`config.mk`:
```
export PLATFORM = sky130hd
export DESIGN_NAME = bin2bcd_sequencer
export DESIGN_NICKNAME = d
export VERILOG_FILES = /design/src/rtl/display_pkg.sv /design/src/rtl/bcd_add3.sv /design/src/rtl/bin2bcd_sequencer.sv
export SDC_FILE = /design/constraint.sdc
export NUM_CORES = 1
export LEC_CHECK = 0
export ABC_AREA = 1
export BUFFER_PORTS_ARGS = -buffer_cell sky130_fd_sc_hd__buf_2
export CORE_UTILIZATION = 50
export DETAILED_ROUTE_END_ITERATION = 8
export HOLD_SLACK_MARGIN = 0.02
export PLACE_DENSITY = 0.71
export SLEW_MARGIN = 10
export SYNTH_ARGS = -nofsm -noshare
export SYNTH_HDL_FRONTEND = slang
export SYNTH_SLANG_ARGS = --single-unit
export TNS_END_PERCENT = 20
```
`constraint.sdc`:
```
create_clock -name i_clk -period 1.8 [get_ports i_clk]
set_input_delay 0.09 -clock i_clk [delete_from_list [all_inputs] [get_ports i_clk]]
set_output_delay 0.09 -clock i_clk [all_outputs]
set_load 0.01 [all_outputs]
```
`src/rtl/display_pkg.sv`:
```
// Shared constants and types for the binary-to-BCD display path.
// Holds digit count, saturation limits and the sequencer state enum.
package display_pkg;

  localparam int          BCD_DIGITS = 6;
  localparam int          BCD_MAX    = 999999;
  localparam logic [23:0] BCD_SAT    = 24'h999999;

  typedef enum logic {
    IDLE,
    SHIFT
  } state_t;

endpackage

```
`src/rtl/bcd_add3.sv`:
```
// Double-dabble digit adjust: adds 3 when the nibble is 5 or more.
// Ports: i_d (4-bit digit in), o_d (4-bit adjusted digit out).
module bcd_add3 (
  input  logic [3:0] i_d,
  output logic [3:0] o_d
);

  assign o_d = (i_d >= 4'd5) ? i_d + 4'd3 : i_d;

endmodule

```
`src/rtl/bin2bcd_sequencer.sv`:
```
// Iterative binary-to-BCD converter, one input bit per clock, saturating.
// Ports: i_clk, i_reset, i_valid/o_ready, i_bin, o_num, o_done, o_overflow.
module bin2bcd_sequencer
  import display_pkg::*;
#(
  parameter int WIDTH = 20
) (
  input  logic             i_clk,
  input  logic             i_reset,
  input  logic             i_valid,
  input  logic [WIDTH-1:0] i_bin,
  output logic             o_ready,
  output logic [23:0]      o_num,
  output logic             o_done,
  output logic             o_overflow
);

  localparam int CW = $clog2(WIDTH) + 1;

  state_t           r_state;
  logic [WIDTH-1:0] r_bin;
  logic [23:0]      r_scr;
  logic [CW-1:0]    r_cnt;
  logic             r_flag;

  logic [23:0]      w_adj;
  logic [24:0]      w_shift;
  logic             w_last;
  logic             w_ovf;
  logic             w_sat;

  for (genvar g = 0; g < BCD_DIGITS; g++) begin : g_adj
    bcd_add3 u_add3 (
      .i_d (r_scr[4*g +: 4]),
      .o_d (w_adj[4*g +: 4])
    );
  end

  assign w_shift = {w_adj, r_bin[WIDTH-1]};
  assign w_last  = (r_cnt == CW'(WIDTH - 1));
  assign w_ovf   = 33'(i_bin) > 33'(BCD_MAX);
  // A carry out of digit 5 can only come from an overflowing value,
  // so it simply joins the saturation condition.
  assign w_sat   = r_flag | w_shift[24];

  always_ff @(posedge i_clk) begin
    if (i_reset) begin
      r_state    <= IDLE;
      r_bin      <= '0;
      r_scr      <= '0;
      r_cnt      <= '0;
      r_flag     <= 1'b0;
      o_ready    <= 1'b1;
      o_num      <= '0;
      o_done     <= 1'b0;
      o_overflow <= 1'b0;
    end else begin
      o_done <= 1'b0;
      unique case (r_state)
        IDLE: begin
          if (i_valid && o_ready) begin
            r_bin   <= i_bin;
            r_scr   <= '0;
            r_cnt   <= '0;
            r_flag  <= w_ovf;
            o_ready <= 1'b0;
            r_state <= SHIFT;
          end
        end
        SHIFT: begin
          r_scr <= w_shift[23:0];
          r_bin <= r_bin << 1;
          r_cnt <= r_cnt + 1'b1;
          if (w_last) begin
            o_num      <= w_sat ? BCD_SAT : w_shift[23:0];
            o_overflow <= r_flag;
            o_done     <= 1'b1;
            o_ready    <= 1'b1;
            r_state    <= IDLE;
          end
        end
        default: r_state <= IDLE;
      endcase
    end
  end

endmodule

```
==> impl_metrics.json, run 1 <==
{
  "rsz0062_at_grt": "no",
  "hold-worst-slack_ps": 28.54,
  "fin_crit_ps": 1517,
  "nets": 619,
  "utilization_pct": 62.09,
  "rows": 30,
  "antenna_found_initial": 0,
  "netlist_area_um2": 3676,
  "ant_nets": 0,
  "drc": 0,
  "slew_headroom_pct": 66.40,
  "globalRouteOverflowTotal": 0,
  "numCtsBuffers": 9,
  "cts_buffer_depth": 2,
  "routed.top_layer": "met4",
  "worst_pin_slew_ps": 504.0,
  "leakagePower_uw": 0.001945,
  "cp_max_fo": 4,
  "crit_type": "register to register",
  "setup_viol": 0,
  "hold_path_end": "r_bin[14]",
  "clk_transition_reported_paths_ps": 70,
  "clock_latency_ps": 350,
  "netlist_top_cells_area": "dfxtp_1 (43%), nand2_1 (21%), a21oi_1 (6.7%), inv_1 (5.4%), ha_1 (4.4%)",
  "drt_iter0_drc": 173,
  "cts_hold_buf": 14,
  "required_ps": 2080,
  "power.density_nw_per_um2": 759.3,
  "synth-seq-cells": 79,
  "met1_length_um": 3796,
  "io_buffers": 49,
  "track_usage_pct": 22.49,
  "r2r_end": "r_scr[1]",
  "avgViaCountPerCell": 4.987,
  "syn_inst": 524,
  "routed_wl_um": 8041,
  "drive_gt1_share_pct": 13.61,
  "die_area_um2": 7699,
  "cp-start-kind": "register",
  "r2r_cells": 8,
  "synth_top_area_share_pct": 43.02,
  "vias": 3411,
  "wl_per_cell_um": 11.76,
  "firstDrtPassIters": 4,
  "yosysSeqAreaShare_pct": 43.02,
  "num_io_pins": 50,
  "min_path_type": "primary input to register",
  "place_congestion": 0.8132,
  "rrSetupSlack_ps": 280,
  "drv_slew": 0,
  "status": "finished, final reports clean",
  "grt_max_degree": 47,
  "initial_core_util_pct": 52.94,
  "holdCritStartpoint": "i_bin[14]",
  "timing.rr.start": "r_scr[0]",
  "grt_pass1_wl_um": 13520,
  "hold_viol": 0,
  "die_y_um": 87.75,
  "yosys_warnings": 0,
  "post_cts_buffers": 0,
  "dr_wl_met2_um": 3874,
  "htree_levels": 3,
  "ir_drop_v": 0.0004467,
  "wl_met3_um": 319,
  "max_freq_mhz": 659.4,
  "synthesis.nets": 560,
  "hpwl_um": 5367,
  "cts_tree": "yes",
  "cts_resized": 0,
  "fill_cells": 627,
  "fin_crit_sh_pct": 84.25,
  "crit_path_end_kind": "register",
  "avgSynthCellArea_um2": 7.015,
  "grt_pass1_vias": 3072,
  "yosysTopAreaCell": "dfxtp_1",
  "synth_cell_types": 29,
  "min_path_cells": 3,
  "syn_to_final_growth_pct": 17.29,
  "core_area_um2": 6944,
  "antennaDiodeCount": 0,
  "clockRootBuffer": "clkbuf_8",
  "worstPathArrival_ps": 1790,
  "skew_ps": 5.746,
  "tns_ps": 0,
  "die_x_um": 87.75,
  "drv_cap": 0,
  "clkSinkCount": 79
}
-- worst max-delay path, stage by stage, from the launching register on --
cell and delay [ps]:
dfxtp_1 410, inv_1 90, ha_1 200, inv_1 90
nand2_1 80, nand3_1 170, xor2_1 210, nand2_1 70
a21oi_1 140
-- final cells by class --
class / count / area (µm²) / area share, %
Multi-Input combinational cell: 367 / 1745 / 40.48
Sequential cell: 79 / 1582 / 36.68
Timing Repair Buffer: 71 / 483.0 / 11.20
Inverter: 55 / 206.4 / 4.788
Clock buffer: 12 / 155.1 / 3.598
Tap cell: 96 / 120.1 / 2.786
Clock inverter: 4 / 20.02 / 0.4643
-- per-layer routing --
metal / up-vias / global-route usage (%)
met2: 77 / 37.49
met4: 0 / 9.836
li1: 1791 / -
met3: 4 / 3.864
met1: 1539 / 28.57
met5: - / 0
-- cell families (layout without fill, tap and decap cells) --
group / Yosys count / count (layout) / share of synthesized area, %
compound gates: 97 / 97 / 14.47
xor+xnor: 4 / 4 / 0.9529
fa+ha+maj: 13 / 13 / 4.425
buf+inv: 78 / 142 / 9.496
flops: 79 / 79 / 43.02
simple gates: 253 / 253 / 27.64
-- stage by stage --
stage	area [µm²]	power, µW	std cells	setup slack (ps)
after global routing	4312	3419	684	87.74
after detailed placement	3996	2109	654	299.8
after floorplan	3676	2014	524	450.5
after CTS	4312	3304	684	287.1
after global placement	3996	2105	654	347.5
final	4312	3274	684	283.5
-- layout by cell type (no fill, tap or decap), drive strengths merged, types with 4 or more instances in the layout --
master	synthesis	layout
a21oi	50	50
a31oi	19	19
buf	21	57
clkbuf	2	12
clkinv	0	4
dfxtp	79	79
dlygate4sd3	0	14
ha	13	13
inv	55	55
nand2	207	207
nand3	31	31
nor2	11	11
o21ai	22	22
xor2	4	4
-- registers in the layout, indices dropped and copies added (netlist names) --
register    count
o_done          1
r_flag          1
r_bin          20
o_num          24
o_overflow      1
o_ready         1
r_state         1
r_scr          24
r_cnt           6
-- Yosys cell counts, drive strengths merged --
master and count:
a211oi 2, a21oi 50, a31oi 19, buf 21, clkbuf 2, dfxtp 79, ha 13, inv 55
nand2 207, nand3 31, nand4 2, nor2 11, nor3 1, o211ai 2, o21a 2, o21ai 22
or2 1, xor2 4
-- power by group --
part,internal [µW],switching (µW)
logic,111,173
clock network,568,614
registers,1790,22.6
-- worst max path at each step --
stage / startpoint / cells after the start / to
floorplan: r_scr[20] / 10 / o_num[22]
global placement: r_cnt[1] / 6 / o_num[8]
detailed placement: r_scr[20] / 10 / o_num[11]
CTS: r_scr[20] / 10 / o_num[11]
global route: r_scr[20] / 10 / o_num[23]
finish: r_scr[0] / 8 / r_scr[1]
Note: power is estimated with default switching activity, not from simulation.
==> inputs of run 2 (changes only) <==
--- a/config.mk
+++ b/config.mk
@@ -5,12 +5,12 @@
 export SDC_FILE = /design/constraint.sdc
 export NUM_CORES = 1
 export LEC_CHECK = 0
-export ABC_AREA = 1
+export ABC_AREA = 0
 export BUFFER_PORTS_ARGS = -buffer_cell sky130_fd_sc_hd__buf_2
 export CORE_UTILIZATION = 50
 export DETAILED_ROUTE_END_ITERATION = 8
 export HOLD_SLACK_MARGIN = 0.02
-export PLACE_DENSITY = 0.71
+export PLACE_DENSITY = 0.73
 export SLEW_MARGIN = 10
 export SYNTH_ARGS = -nofsm -noshare
 export SYNTH_HDL_FRONTEND = slang
==> constraint.sdc (replaced) <==
create_clock -name i_clk -period 1.3 [get_ports i_clk]
set_input_delay 0.065 -clock i_clk [delete_from_list [all_inputs] [get_ports i_clk]]
set_output_delay 0.065 -clock i_clk [all_outputs]
set_load 0.01 [all_outputs]
==> impl_metrics.json, run 2 <==
{
  "layout_commonest_cell": "dfxtp_1",
  "ant_nets": 0,
  "final_cell_mix": "dfxtp_1 (61), nor2_1 (49), buf_2 (49), buf_4 (43), nand2_1 (23)",
  "yosys_warnings": 0,
  "synth_top_family_by_area": "simple AND/OR/NAND/NOR gates",
  "core_area_um2": 7370,
  "grt_pass1_vias": 3478,
  "globalRouteOverflowTotal": 0,
  "clkSinkCount": 79,
  "avgViaCountPerCell": 5.676,
  "combPwrFrac_pct": 10.5,
  "reg_top3": "o_num x24, r_scr x24, r_bin x20",
  "die_y_um": 90.12,
  "synthesis.nets": 468,
  "cts_tree": "yes",
  "crit_start": "r_scr[20]",
  "rows": 31,
  "netlist_area_um2": 3882,
  "synth_mux_area_share_pct": 10.96,
  "fin_crit_sh_pct": 138.2,
  "fin_crit_ps": 1796,
  "power.density_nw_per_um2": 953.1,
  "cts_buffer_depth": 2,
  "antennaDiodeCount": 0,
  "place_congestion": 0.8543,
  "skew_ps": 10.73,
  "firstDrtPassIters": 5,
  "die_x_um": 90.12,
  "timing.rr.start": "r_scr[20]",
  "yosysSeqAreaShare_pct": 40.73,
  "nets": 552,
  "yosysMostFrequentCell": "dfxtp_1",
  "hold_viol": 0,
  "vias": 3519,
  "synth-xor-area-share_pct": 0.4512,
  "worst_pin_slew_ps": 401.3,
  "slew_headroom_pct": 72.97,
  "die_area_um2": 8122,
  "antenna_found_initial": 0,
  "setup_viol": 38,
  "clockPowerShare_pct": 38.0,
  "drt_iter0_drc": 281,
  "drv_slew": 0,
  "clock_latency_ps": 350,
  "num_io_pins": 50,
  "rsz0062_at_grt": "yes",
  "crit_path_end_kind": "register",
  "max_freq_mhz": 556.7,
  "synth_cell_types": 47,
  "cp-start-kind": "register",
  "io_buffers": 49,
  "synth_edf_count": 0,
  "crit_type": "register to register",
  "violations": "setup timing",
  "htree_levels": 3,
  "drc": 0,
  "routed_wl_um": 9597,
  "tns_ps": -9974,
  "ir_drop_v": 0.0008568,
  "utilization_pct": 69.30,
  "holdCritStartpoint": "i_bin[11]",
  "numCtsBuffers": 9,
  "fin_cells": 620,
  "required_ps": 1540,
  "avgSynthCellArea_um2": 8.987,
  "min_path_type": "primary input to register",
  "place_ws_ps": -711.1,
  "clk_transition_reported_paths_ps": 80,
  "fin_ws_ps": -496.4,
  "yosysTopAreaCell": "dfxtp_1",
  "clockRootBuffer": "clkbuf_8",
  "cp_max_fo": 7,
  "critPathCapture": "o_num[19]",
  "grt_max_degree": 69,
  "wl_per_cell_um": 15.48,
  "synth_top_area_share_pct": 40.73,
  "rrSetupSlack_ps": -500,
  "syn_to_final_growth_pct": 31.55,
  "r2r_end": "o_num[19]",
  "drv_cap": 0,
  "r2r_cells": 7,
  "synth_common_cells": "dfxtp_1 (79), nor2_1 (50), nand2_1 (24), clkbuf_1 (22), inv_1 (22)",
  "post-place-cells": 597,
  "netlist_top_cells_area": "dfxtp_1 (41%), mux2_2 (5.8%), mux2i_1 (5.2%), nor2_1 (4.8%), ha_1 (4.2%)",
  "synth_simple_gate_area_share_pct": 19.59,
  "synth_compound_area_share_pct": 18.92,
  "swShare_pct": 24.72,
  "switchingPower_uw": 1203,
  "status": "finished with violations",
  "syn_inst": 432,
  "async_reset_ff_share_pct": 0,
  "regArea_um2": 1607,
  "drive_gt1_share_pct": 39.35,
  "fill_cells": 556,
  "track_usage_pct": 24.11,
  "synth_top_flop_cell": "dfxtp_1",
  "multiInputGateArea_um2": 2360,
  "sequentialPowerShare_pct": 51.5,
  "hpwl_um": 5989,
  "power.internal_uw": 3665,
  "initial_core_util_pct": 52.68,
  "synth-seq-cells": 79,
  "synth_fa_ha_area_share_pct": 4.189,
  "leakagePower_uw": 0.002106,
  "grt_pass1_wl_um": 15940,
  "worstPathArrival_ps": 2040
}
## run 2: changes by cell type after synthesis, sizes merged, moves of 20 or more
| cell | change |
|---|---|
| clkbuf | +20 |
| nand2 | -183 |
| mux2 | +20 |
| nor2 | +39 |
| mux2i | +20 |
| inv | -33 |
| a21oi | -31 |
## run 2: layout make-up
class                   instances  share of cell area, %
inverters                      22                  1.666
clock buffers                  11                  2.768
flip-flops and latches         79                  31.46
clock inverters                 5                  1.127
well taps                      99                  2.425
repair buffers                101                  14.36
multi-input cells             303                  46.20
## run 2: how the worst min path moves through the flow
stage	endpoint	slack [ps]	cells after the start
floorplan	r_bin[0]	260	2
CTS	r_flag	30	3
finish	r_flag	60	3
global route	r_flag	80	3
global placement	r_bin[0]	360	3
detailed placement	r_bin[0]	370	3
## run 2: what timing repair did
action,4_1_cts,5_1_grt
endpoints found under the setup margin,70,69
hold buffers,1,0
hold endpoints to repair,1,0
pin swaps,27,12
resized for setup,48,43
setup buffers,6,0
cloned,1,0
## run 2: per-layer routing
| layer | part of all wire (%) | global-route usage, % | vias to the layer above |
|---|---|---|---|
| met1 | 42 | 27.84 | 1687 |
| met5 | 0 | 0 | - |
| met3 | 3.9 | 5.668 | 18 |
| met4 | 1.8 | 9.946 | 0 |
| li1 | - | - | 1734 |
| met2 | 52 | 42.56 | 80 |
## run 2: cell families (layout without fill, tap and decap cells)
group	Yosys count	after routing
AND/OR/NAND/NOR	145	145
AO/OA/AOI/OAI	103	103
flip-flops	79	79
buffers and inverters	50	139
multiplexers	40	40
adder cells (fa/ha/maj)	13	13
XOR/XNOR	2	2
## run 2: metrics by stage
stage	hold slack (ps)	total power [µW]	cell area [µm²]
after floorplan	257.1	2878	3894
after global placement	357.6	3015	4517
after detailed placement	369.7	3029	4517
after CTS	29.33	4887	4972
after global routing	77.97	5077	5107
final	57.18	4868	5107
## run 2: power by group through the flow
stage | clock (µW) | sequential (µW) | combinational, µW
floorplan | 0 | 2560 | 321
global placement | 0 | 2560 | 456
detailed placement | 0 | 2560 | 466
CTS | 1890 | 2510 | 493
global route | 2000 | 2510 | 557
finish | 1850 | 2510 | 513
## run 2: worst max-delay path: stages (launching register included)
cell and delay (ps):
dfxtp_4 370, inv_2 70, ha_4 120, nor2b_4 170, nor4_4 60, or4b_4 530
buf_8 160, o221a_1 220
